`config.mk`:
```
export PLATFORM = sky130hd
export DESIGN_NAME = mem_arbiter
export DESIGN_NICKNAME = d
export VERILOG_FILES = /design/src/rtl/mem_pkg.sv /design/src/rtl/mem_arb_pick.sv /design/src/rtl/mem_arbiter.sv
export SDC_FILE = /design/constraint.sdc
export NUM_CORES = 1
export LEC_CHECK = 0
export ABC_AREA = 1
export CAP_MARGIN = 20
export CORE_ASPECT_RATIO = 0.6
export CORE_UTILIZATION = 40
export CTS_CLUSTER_SIZE = 12
export DETAILED_ROUTE_END_ITERATION = 8
export GPL_TIMING_DRIVEN = 0
export PLACE_DENSITY = 0.87
export SYNTH_ARGS = -nofsm -noshare
export SYNTH_HDL_FRONTEND = slang
export SYNTH_HIERARCHICAL = 1
export SYNTH_SLANG_ARGS = --single-unit
```
`constraint.sdc`:
```
create_clock -name clock -period 2.8 [get_ports clock]
set_clock_uncertainty 0.05 [all_clocks]
set_input_delay 0.28 -clock clock [delete_from_list [all_inputs] [get_ports clock]]
set_output_delay 0.28 -clock clock [all_outputs]
set_load 0.02 [all_outputs]
```
`src/rtl/mem_pkg.sv`:
```
// Shared definitions for the memory arbiter: access-size codes, burst lengths,
// FSM states and requester port IDs.
package mem_pkg;

    localparam logic [1:0] SIZE_1W  = 2'b00;
    localparam logic [1:0] SIZE_4W  = 2'b01;
    localparam logic [1:0] SIZE_8W  = 2'b10;
    localparam logic [1:0] SIZE_16W = 2'b11;

    localparam logic PORT_IF = 1'b0;
    localparam logic PORT_D  = 1'b1;

    typedef enum logic [1:0] {
        ST_IDLE  = 2'b00,
        ST_ISSUE = 2'b01,
        ST_LAST  = 2'b10
    } arb_state_e;

    function automatic logic [4:0] burst_len(input logic [1:0] size);
        logic [4:0] n;
        case (size)
            SIZE_1W:  n = 5'd1;
            SIZE_4W:  n = 5'd4;
            SIZE_8W:  n = 5'd8;
            SIZE_16W: n = 5'd16;
            default:  n = 5'd1;
        endcase
        return n;
    endfunction

    // Index of the final word of a burst, i.e. the value k must reach.
    function automatic logic [3:0] burst_last(input logic [1:0] size);
        logic [4:0] n;
        n = burst_len(size) - 5'd1;
        return n[3:0];
    endfunction

endpackage

```
`src/rtl/mem_arb_pick.sv`:
```
// Two-way grant selection between fetch and data ports.
// MEM_ARB_RR_EN selects round-robin on ties; otherwise data has fixed priority.
module mem_arb_pick
    import mem_pkg::*;
(
    input  logic clock,
    input  logic reset_n,
    input  logic if_req_i,
    input  logic d_req_i,
    input  logic take_i,
    output logic valid_o,
    output logic grant_o
);

    assign valid_o = if_req_i | d_req_i;

`ifdef MEM_ARB_RR_EN
    logic last_q;
    logic last_d;

    // Tie goes to the port that was not granted most recently.
    always_comb begin
        grant_o = PORT_D;
        last_d  = last_q;
        if (if_req_i && d_req_i) begin
            grant_o = (last_q == PORT_IF) ? PORT_D : PORT_IF;
        end else if (d_req_i) begin
            grant_o = PORT_D;
        end else if (if_req_i) begin
            grant_o = PORT_IF;
        end else begin
            grant_o = PORT_D;
        end
        if (take_i) begin
            last_d = grant_o;
        end else begin
            last_d = last_q;
        end
    end

    // Last-grant register; fetch after reset so data wins the first tie.
    always_ff @(posedge clock or negedge reset_n) begin
        if (!reset_n) begin
            last_q <= PORT_IF;
        end else begin
            last_q <= last_d;
        end
    end
`else
    logic unused_pick_s;

    // Fixed priority: data beats fetch.
    always_comb begin
        grant_o = PORT_D;
        if (d_req_i) begin
            grant_o = PORT_D;
        end else if (if_req_i) begin
            grant_o = PORT_IF;
        end else begin
            grant_o = PORT_D;
        end
    end

    assign unused_pick_s = ^{take_i, clock, reset_n};
`endif

endmodule

```
`src/rtl/mem_arbiter.sv`:
```
// Arbiter and burst sequencer sharing one memory between fetch and data ports.
// Define MEM_ARB_RR_EN for round-robin arbitration (default: data priority).
module mem_arbiter
    import mem_pkg::*;
#(
    parameter int ADDR_W = 32,
    parameter int DATA_W = 32
) (
    input  logic              clock,
    input  logic              reset_n,
    input  logic              if_req,
    input  logic [ADDR_W-1:0] if_addr,
    input  logic [1:0]        if_size,
    output logic              if_ack,
    output logic              if_rvalid,
    output logic              if_done,
    input  logic              d_req,
    input  logic [ADDR_W-1:0] d_addr,
    input  logic [1:0]        d_size,
    input  logic              d_rw,
    input  logic [DATA_W-1:0] d_wdata,
    output logic              d_ack,
    output logic              d_rvalid,
    output logic              d_done,
    output logic [DATA_W-1:0] rdata,
    output logic [ADDR_W-1:0] mem_address,
    output logic [DATA_W-1:0] mem_data_in,
    output logic [1:0]        mem_access_size,
    output logic              mem_rw,
    output logic              mem_enable,
    input  logic              mem_busy,
    input  logic [DATA_W-1:0] mem_data_out
);

    localparam logic [ADDR_W-1:0] WORD_STEP = ADDR_W'(4);

    arb_state_e        state_q, state_d;
    logic              owner_q, owner_d;
    logic [3:0]        k_q, k_d;
    logic [3:0]        last_k_q, last_k_d;
    logic [ADDR_W-1:0] addr_q, addr_d;
    logic [DATA_W-1:0] wdata_q, wdata_d;
    logic [1:0]        size_q, size_d;
    logic              rw_q, rw_d;
    logic              en_q, en_d;
    logic              if_ack_q, if_ack_d, d_ack_q, d_ack_d;
    logic              if_rv_q, if_rv_d, d_rv_q, d_rv_d;
    logic              if_done_q, if_done_d, d_done_q, d_done_d;

    logic              grant_s;
    logic              grant_valid_s;
    logic              start_s;
    logic              win_d_s;
    logic              win_write_s;
    logic [ADDR_W-1:0] win_addr_s;
    logic [1:0]        win_size_s;
    logic              unused_addr_s;

    mem_arb_pick u_pick (
        .clock    (clock),
        .reset_n  (reset_n),
        .if_req_i (if_req),
        .d_req_i  (d_req),
        .take_i   (start_s),
        .valid_o  (grant_valid_s),
        .grant_o  (grant_s)
    );

    // Request fields of whichever port the picker selected.
    always_comb begin
        win_d_s = (grant_s == PORT_D);
        if (win_d_s) begin
            win_addr_s  = d_addr;
            win_size_s  = d_size;
            win_write_s = d_rw;
        end else begin
            win_addr_s  = if_addr;
            win_size_s  = if_size;
            win_write_s = 1'b0;
        end
    end

    // Next-state and output sequencing; a grant may start from IDLE or LAST.
    always_comb begin
        state_d   = state_q;
        owner_d   = owner_q;
        k_d       = k_q;
        last_k_d  = last_k_q;
        addr_d    = addr_q;
        wdata_d   = wdata_q;
        size_d    = size_q;
        rw_d      = rw_q;
        en_d      = en_q;
        if_ack_d  = 1'b0;
        d_ack_d   = 1'b0;
        if_rv_d   = 1'b0;
        d_rv_d    = 1'b0;
        if_done_d = 1'b0;
        d_done_d  = 1'b0;
        start_s   = 1'b0;

        case (state_q)
            ST_IDLE: begin
                start_s = grant_valid_s;
            end
            ST_ISSUE: begin
                if (!mem_busy) begin
                    k_d    = k_q + 4'd1;
                    addr_d = addr_q + WORD_STEP;
                    if (owner_q == PORT_D) begin
                        d_rv_d = ~rw_q;
                    end else begin
                        if_rv_d = ~rw_q;
                    end
                    if (k_q == last_k_q) begin
                        en_d    = 1'b0;
                        rw_d    = 1'b0;
                        state_d = ST_LAST;
                        if (owner_q == PORT_D) begin
                            d_done_d = 1'b1;
                        end else begin
                            if_done_d = 1'b1;
                        end
                    end else begin
                        state_d = ST_ISSUE;
                    end
                end else begin
                    state_d = ST_ISSUE;
                end
            end
            ST_LAST: begin
                state_d = ST_IDLE;
                start_s = grant_valid_s;
            end
            default: begin
                state_d = ST_IDLE;
            end
        endcase

        if (start_s) begin
            state_d = ST_ISSUE;
            owner_d = grant_s;
            addr_d  = {win_addr_s[ADDR_W-1:2], 2'b00};
            k_d     = 4'd0;
            en_d    = 1'b1;
            if (win_write_s) begin
                rw_d     = 1'b1;
                wdata_d  = d_wdata;
                size_d   = SIZE_1W;
                last_k_d = 4'd0;
            end else begin
                rw_d     = 1'b0;
                size_d   = win_size_s;
                last_k_d = burst_last(win_size_s);
            end
            if (win_d_s) begin
                d_ack_d = 1'b1;
            end else begin
                if_ack_d = 1'b1;
            end
        end else begin
            owner_d = owner_q;
        end
    end

    // State and registered outputs; reset abandons any burst and clears all pins.
    always_ff @(posedge clock or negedge reset_n) begin
        if (!reset_n) begin
            state_q   <= ST_IDLE;
            owner_q   <= PORT_IF;
            k_q       <= 4'd0;
            last_k_q  <= 4'd0;
            addr_q    <= '0;
            wdata_q   <= '0;
            size_q    <= 2'b00;
            rw_q      <= 1'b0;
            en_q      <= 1'b0;
            if_ack_q  <= 1'b0;
            d_ack_q   <= 1'b0;
            if_rv_q   <= 1'b0;
            d_rv_q    <= 1'b0;
            if_done_q <= 1'b0;
            d_done_q  <= 1'b0;
        end else begin
            state_q   <= state_d;
            owner_q   <= owner_d;
            k_q       <= k_d;
            last_k_q  <= last_k_d;
            addr_q    <= addr_d;
            wdata_q   <= wdata_d;
            size_q    <= size_d;
            rw_q      <= rw_d;
            en_q      <= en_d;
            if_ack_q  <= if_ack_d;
            d_ack_q   <= d_ack_d;
            if_rv_q   <= if_rv_d;
            d_rv_q    <= d_rv_d;
            if_done_q <= if_done_d;
            d_done_q  <= d_done_d;
        end
    end

    assign if_ack          = if_ack_q;
    assign d_ack           = d_ack_q;
    assign if_rvalid       = if_rv_q;
    assign d_rvalid        = d_rv_q;
    assign if_done         = if_done_q;
    assign d_done          = d_done_q;
    assign mem_address     = addr_q;
    assign mem_data_in     = wdata_q;
    assign mem_access_size = size_q;
    assign mem_rw          = rw_q;
    assign mem_enable      = en_q;
    assign rdata           = mem_data_out;

    assign unused_addr_s = ^{if_addr[1:0], d_addr[1:0]};

endmodule
```
## Word-level counts from Yosys, hierarchy flattened

Cells that the tools add are included.

- Flip-flop bits (word level): 85
- Input port bits: 138
- Output and inout bits: 106
- Word-level logic and storage cells: 81

- $add $sub $neg: 3
- Eq/ne operators: 8
- Muxes and demuxes: 45
- Bitwise logic cells: 2
- Reduce and logical (&&, ||, !) cells: 8

Operators by type and width:

| operator | count |
|---|---|
| 32-bit 2-to-1 mux | 4 |
| 32-bit by 3-bit adder with 32-bit output (second input constant) | 1 |
| 1-bit 2-to-1 mux | 28 |
| 4-bit 2-to-1 mux | 6 |
| 4-bit case mux with 4 select lines | 1 |
| 2-bit 2-to-1 mux | 5 |
| 2-bit == test (second input constant) | 3 |
| 4-bit by 1-bit adder with 4-bit output (second input constant) | 1 |
| 2-bit by 1-bit == test with 1-bit output (second input constant) | 2 |
| 4-bit == test | 1 |
| 2-bit logical NOT | 2 |
| 2-bit case mux with 2 select lines | 1 |
| 2-bit AND reduction | 2 |
| 2-bit nonzero test | 2 |
| 4-bit by 1-bit subtractor with 4-bit output (second input constant) | 1 |
| 3-bit AND reduction | 1 |
| 2-bit by 1-bit inequality test with 1-bit output (second input constant) | 1 |
| 2-bit inequality test (second input constant) | 1 |
| 2-bit OR reduction | 1 |
| 1-bit NOT | 1 |
| 1-bit OR | 1 |

## Depth between registers and ports, before layout

Gate-level depths: netlist of run 1.

- Word-level depth: 9
- Mapped depth: 10
- Mapped depth without buffers: 10

## Cells and area by module

Netlist of run 1, hierarchy kept.

By module, submodules not included:

| module | instances | cells an instance | area each (um^2) | sequential area each (um^2) |
|---|---|---|---|---|
| mem_arbiter | 1 | 569 | 4802.1 | 2026.9 |
| mem_arb_pick | 1 | 4 | 15.0 | 0.0 |

## Least setup slack after synthesis of run 1

Ideal clock, no wire load.

- Kind: reg2reg
- Start point: register addr_q[3] (netlist: mem_address[3])
- End point: register addr_q[18] (netlist: mem_address[18])
- Setup time: 0.117 ns
- Arrival: 1.426 ns
- Required time: 2.633 ns
- Setup slack: 1.207 ns
- Stages on the path, launching flop included: 11
- Path buffers: 0
- Clock period less this slack: 1.593 ns
- Cells stage by stage: dfrtp_1 -> ha_1 -> inv_1 -> nor2_4 -> nand2_4 -> nor2_2 -> nand2_1 -> nand3_1 -> nand2_1 -> nand2_1 -> nand2_1

- Cells in the longest elaborated chain, start to end: 4

RTL lines:

| item | line | source |
|---|---|---|
| start: declaration | mem_arbiter.sv:41 | `logic [ADDR_W-1:0] addr_q, addr_d;` |
| start signal: assignment | mem_arbiter.sv:189 | `addr_q <= addr_d;` |
| 32-bit by 3-bit adder with 32-bit output | mem_arbiter.sv:109 | `addr_d = addr_q + WORD_STEP;` |
| 32-bit 2-to-1 mux | mem_arbiter.sv:107 | `if (!mem_busy) begin` |
| 32-bit 2-to-1 mux | mem_arbiter.sv:102 | `case (state_q)` |
| 32-bit 2-to-1 mux | mem_arbiter.sv:140 | `if (start_s) begin` |

No other way between the ends. The select of a mux whose other input is x is not followed.
A chain may end at the register's enable or synchronous reset.

## Worst setup path after layout of run 1

- Start point: register addr_q[19] (netlist: mem_address[19])
- End point: output port mem_address[19]

RTL lines:

| item | line | source |
|---|---|---|
| end: declaration | mem_arbiter.sv:26 | `output logic [ADDR_W-1:0] mem_address,` |

No word-level cell between the ends.

==> out/metrics.yaml, run 1 <==
worst_setup_path:
  path_delay_family: "buffers and inverters"
  crit_path_start_kind: "flip-flop"
  crit_path_max_incr_delay_ps: 680
  critPathLaunch: "mem_address[19]$_DFFE_PN0P_"
  worst-r2r-setup-slack_ps: 990
  crit_path_end_kind: "primary output"
  crit_fanout: 7
  cp.required_ps: 2470
  arrival_ps: 1540
  path_buf_inv: 1
  crit_path_cell_trace: "clkdlybuf4s50_1"
  cp_slowest_cell: "clkdlybuf4s50_1"
  r2r-start: "mem_address[2]$_DFFE_PN0P_"
  crit_type: "flip-flop to primary output"
logic_synthesis:
  async_flop_share: 1.00
  synth_top_cell_by_area: "dfrtp_1"
  synth_commonest_cells: "nand2_1 (132), dfrtp_1 (81), inv_1 (55)"
  netlist_area_sq_mm: 0.00482
  yosysTopAreaCellShare: 0.421
  ys_ff_latch: 81
  ys_top_cells_by_area: "dfrtp_1 (42%), nand2_1 (10%), mux2_2 (7.2%)"
  syn-instance-count: 573
  ys_seq_area_frac: 0.421
  yosys_warnings: 6
  yosys_most_used_dff: "dfrtp_1"
  avgSynthCellArea_sq_um: 8.41
  yosysMostFrequentCell: "nand2_1"
  yosysUniqueCellTypes: 39
  synth_edf_count: 0
layout:
  syn2layout_area_growth_pct: 54.8
  nets: 932
  num_antenna_cells: 0
  stdcell_area_sq_mm: 0.00746
  layout-drive-gt1-share: 0.184
drt:
  drt_iter0_drc: 355
  via_count: 4778
  drc: 0
  routed_wl_um: 15800
  ant_nets: 0
  firstDrtPassIters: 5
  via_per_inst: 4.99
  wl_per_cell_um: 16.5
placement:
  gp_congestion: 0.968
  post_dp_cell_area_sq_mm: 0.00710
  port-buffer-count: 205
  dp_slack_ps: 666
  place.detailed.hpwl_um: 12200
clocking:
  cts_max_level: 3
  hold_buffers: 1
  clock_latency_ps: 340
  postCtsSetupBuffers: 0
  cts_tree: "yes"
  cts_root_buffer: "clkbuf_16"
  numCtsBuffers: 9
  clk_pin_slew_ps: 70
  clockBufferDepth: 2
  cts_resized: 0
  numClockSinks: 81
timing:
  hold_viol: 0
  setup_slack_ps: 929
  fin_crit_sh: 0.668
  rsz0062_at_grt: "false"
  fin_crit_ps: 1870
  fmax_mhz: 534
  setup_viol: 0
  drv_slew: 0
power:
  ir_drop_uv: 640
  p_per_area_mw_per_mm2: 1010
  leakage_nw: 3.38
run_status:
  outcome: "finished, final reports clean"
global_route:
  grt_usage: 0.258
  grt_overflow: 0
  antenna_found_initial: 0
  grt_max_degree: 71
  grt_pass1_wl_um: 24200
  grt_pass1_vias: 4689
floorplan:
  die_x_um: 144
  coreArea_sq_mm: 0.0115
  io_pins: 244
  initial_utilization: 0.418
  die_y_um: 87.0
  fp-row-count: 30
  dieArea_sq_mm: 0.0125
job:
  cap_violations: 0
worst_hold_path:
  holdCritPathClass: "input port to asynchronous set/reset pin"
## metal layers
| metal | vias to the layer above | GRT usage | share of wire |
|---|---|---|---|
| li1 | 2277 | - | - |
| met1 | 2243 | 0.346 | 0.44 |
| met2 | 246 | 0.398 | 0.44 |
| met3 | 12 | 0.0962 | 0.11 |
| met4 | 0 | 0.0532 | 0.0072 |
| met5 | - | 0 | 0 |
## metrics by stage
step | util | setup TNS, ps | total power (W) | cells | hold slack [ps]
CTS | 0.647 | 0 | 0.00755 | 957 | 275
floorplan | - | 0 | 0.00434 | 574 | -65.6
finish | 0.647 | 0 | 0.00755 | 957 | 272
global route | 0.647 | 0 | 0.00798 | 957 | 295
global placement | 0.614 | -130940 | 0.00601 | 939 | 388
detailed placement | 0.616 | 0 | 0.00611 | 940 | 97.2
## power by group
part	total [W]	switching, W	internal (W)
registers	0.00226	0.000543	0.00171
logic	0.00389	0.00212	0.00177
clock network	0.00140	0.000523	0.000881
## worst paths after layout
path                                                     to  cells past startpoint
worst max-delay path                        mem_address[19]                      1
worst min register to register            if_done$_DFF_PN0_                      1
worst max register to register  mem_address[18]$_DFFE_PN0P_                     10
min in group clock                        if_done$_DFF_PN0_                      1
worst min-delay path                last_k_q[3]$_DFFE_PN0P_                      2
max in group asynchronous       mem_address[21]$_DFFE_PN0P_                      3
## placed cells by master, fill, tap and decap left out, types with 5 or more instances in the layout
cell type and instances:
clkdlybuf4s50_1 204, nand2_1 132, dfrtp_1 81, inv_1 55, nor2_1 47, nand3_1 38
buf_4 38, mux2_2 31, a22oi_1 26, a21oi_1 13, o21ai_0 12, buf_2 11
nor2_4 10, clkbuf_16 9, nor2_2 8, nand2_2 8, o211ai_1 7, inv_2 5
a31oi_1 5, a21oi_2 5
## state kept, by name (all words and copies together), names as in the netlist
register,cells
d_ack,1
d_done,1
d_rvalid,1
if_ack,1
if_done,1
if_rvalid,1
k_q,4
last_k_q,3
mem_access_size,1
mem_address,30
mem_data_in,32
mem_enable,1
mem_rw,1
owner_q,1
state_q,2
## layout make-up
class                           instances  area [sq um]
Clock buffer                            9           225
Fill cell                             969          4070
Clock inverter                          7           125
Timing Repair Buffer                  207          2090
Tap cell                              160           200
Sequential cell                        81          2030
Inverter                               60           225
Multi-Input combinational cell        380          2180
Buffer                                 53           385
## cell families (layout without fill, tap and decap cells)
family	after synthesis	count (layout)	synth area share
DFF	81	81	0.421
buffers and inverters	113	336	0.127
other	1	2	0.000778
AOI/OAI and AO/OA	78	78	0.108
and+or+nand+nor	262	262	0.256
muxes	32	32	0.0748
adders and majority gates	2	2	0.00519
xor gates and xnor gates	4	4	0.00727
Power figures use the tool's default switching activity.
==> inputs of run 2 (changes only) <==
- clock period: 2.8 -> 1.75 ns (I/O delays scaled with it)
==> out/metrics.yaml, run 2 (same netlist as run 1, synthesis figures left out) <==
floorplan:
  initial_utilization: 0.418  # unchanged
  die_y_um: 87.0  # unchanged
  dieArea_sq_mm: 0.0125  # unchanged
  die_x_um: 144  # unchanged
  io_pins: 244  # unchanged
  coreArea_sq_mm: 0.0115  # unchanged
  fp-row-count: 30  # unchanged
drt:
  drt_iter0_drc: 294  # -17%
  via_per_inst: 4.99  # about the same
  routed_wl_um: 15800  # +0.18%
  via_count: 4789  # +0.23%
  drc: 0  # unchanged
  ant_nets: 0  # unchanged
  firstDrtPassIters: 5  # unchanged
  wl_per_cell_um: 16.5  # about the same
job:
  cap_violations: 0  # unchanged
timing:
  setup_tns_ps: 0  # unchanged
  fmax_mhz: 588
  rsz0062_at_grt: "true"
  hold_viol: 0  # unchanged
  drv_slew: 0  # unchanged
  fin_crit_sh: 0.973
  fin_crit_ps: 1700
  setup_viol: 0  # unchanged
clocking:
  cts_root_buffer: "clkbuf_16"
  cts_tree: "yes"
  numClockSinks: 81  # unchanged
  clock_latency_ps: 340  # about the same
  clk_pin_slew_ps: 60  # about the same
  numCtsBuffers: 9  # unchanged
  cts_max_level: 3  # unchanged
  clockBufferDepth: 2  # unchanged
power:
  combPwrFrac: 0.518  # +0.003
  power_frac_seq: 0.297  # -0.002
  intPower_w: 0.00701  # +61%
  leakage_nw: 3.46  # +2.3%
  ir_drop_uv: 1020  # +60%
  power_switching_share: 0.422  # about the same
  p_per_area_mw_per_mm2: 1610  # +59%
  p_switching_w: 0.00511  # +60%
  clkPwrFrac: 0.185  # about the same
layout:
  final_common_cell: "clkdlybuf4s50_1"
  fin_util: 0.652  # +0.00521
  nets: 934  # +0.21%
  syn2layout_area_growth_pct: 56.1
  layout-drive-gt1-share: 0.190  # +0.00580
  mostFrequentLayoutCells: "clkdlybuf4s50_1 (196), nand2_1 (132), dfrtp_1 (81)"
  largest_reg_flops: 32  # unchanged
  num_antenna_cells: 0  # unchanged
  fin_cells: 959  # +0.21%
worst_setup_path:
  path_buf_inv: 1  # unchanged
  crit_path_start_kind: "flip-flop"
  cp.required_ps: 1520  # -950 ps
  crit_type: "flip-flop to primary output"
  crit_path_max_incr_delay_ps: 660  # -20 ps
  crit_path_end_kind: "primary output"
  crit_path_cell_trace: "clkdlybuf4s50_1"
  arrival_ps: 1480  # -60 ps
  cp_slowest_cell: "clkdlybuf4s50_1"
  crit_fanout: 6  # -1
  path_delay_family: "buffers and inverters"
placement:
  place.detailed.hpwl_um: 12200  # unchanged
  gp_congestion: 0.968  # unchanged
  dp_cells: 940  # unchanged
  port-buffer-count: 205  # unchanged
worst_hold_path:
  holdCritPathClass: "input port to asynchronous set/reset pin"
global_route:
  grt_usage: 0.258  # about the same
  grt_max_degree: 71  # unchanged
  grt_pass1_vias: 4686  # -0.064%
  grt_pass1_wl_um: 24200  # about the same
  antenna_found_initial: 0  # unchanged
  grt_overflow: 0  # unchanged
run_status:
  outcome: "finished, final reports clean"
## run 2: routing by layer
| metal | track usage | part of all wire | vias to the layer above |
|---|---|---|---|
| met4 | 0.0532 | 0.0086 | 0 |
| met5 | 0 | 0 | - |
| li1 | - | - | 2282 |
| met3 | 0.0962 | 0.12 | 16 |
| met1 | 0.346 | 0.43 | 2245 |
| met2 | 0.398 | 0.44 | 246 |
## run 2: power by group through the flow
stage,Clock (W),Combinational (W),Sequential [W]
after floorplan,0,0.00259,0.00435
after global placement,0,0.00606,0.00356
after detailed placement,0,0.00618,0.00360
after CTS,0.00228,0.00622,0.00359
after global routing,0.00234,0.00675,0.00371
final,0.00224,0.00627,0.00360
## run 2: per-stage QoR
step / hold slack, ps / power, W / setup WS [ps] / instance area (sq um)
global placement: 388 / 0.00962 / -2570 / 7070
finish: 172 / 0.0121 / 47.9 / 7520
global route: 190 / 0.0128 / -8.83 / 7520
detailed placement: -7.80 / 0.00978 / -279 / 7100
CTS: 170 / 0.0121 / 13.1 / 7470
floorplan: -171 / 0.00694 / 157 / 4820
## run 2: cell type report
class                      count  area, sq um
fill                         961         4010
multi-input combinational    380         2210
timing repair buffer         209         2120
sequential                    81         2030
buffer                        53          390
clock buffer                   9          225
inverter                      60          225
tap                          160          200
clock inverter                 7          125
## run 2: path summary, 6_finish.rpt
path	end	cells past startpoint	startpoint	slack [ps]
min in group clock	mem_address[3]$_DFFE_PN0P_	3	if_addr[3]	350
setup reg to reg	mem_address[18]$_DFFE_PN0P_	10	mem_address[2]$_DFFE_PN0P_	60
hold / removal	last_k_q[3]$_DFFE_PN0P_	2	reset_n	170
max in group asynchronous	mem_address[21]$_DFFE_PN0P_	3	reset_n	870
setup / recovery	mem_address[21]	1	mem_address[21]$_DFFE_PN0P_	50
hold reg to reg	if_done$_DFF_PN0_	1	owner_q$_DFFE_PN0P_	400
## run 2: timing repair
action,CTS,global route
pin swaps,0,1
endpoints found under the hold margin,81,0
buffers inserted,0,2
gates resized for setup,2,14
cloned,0,0
setup endpoints to repair,1,19
hold buffers,1,0
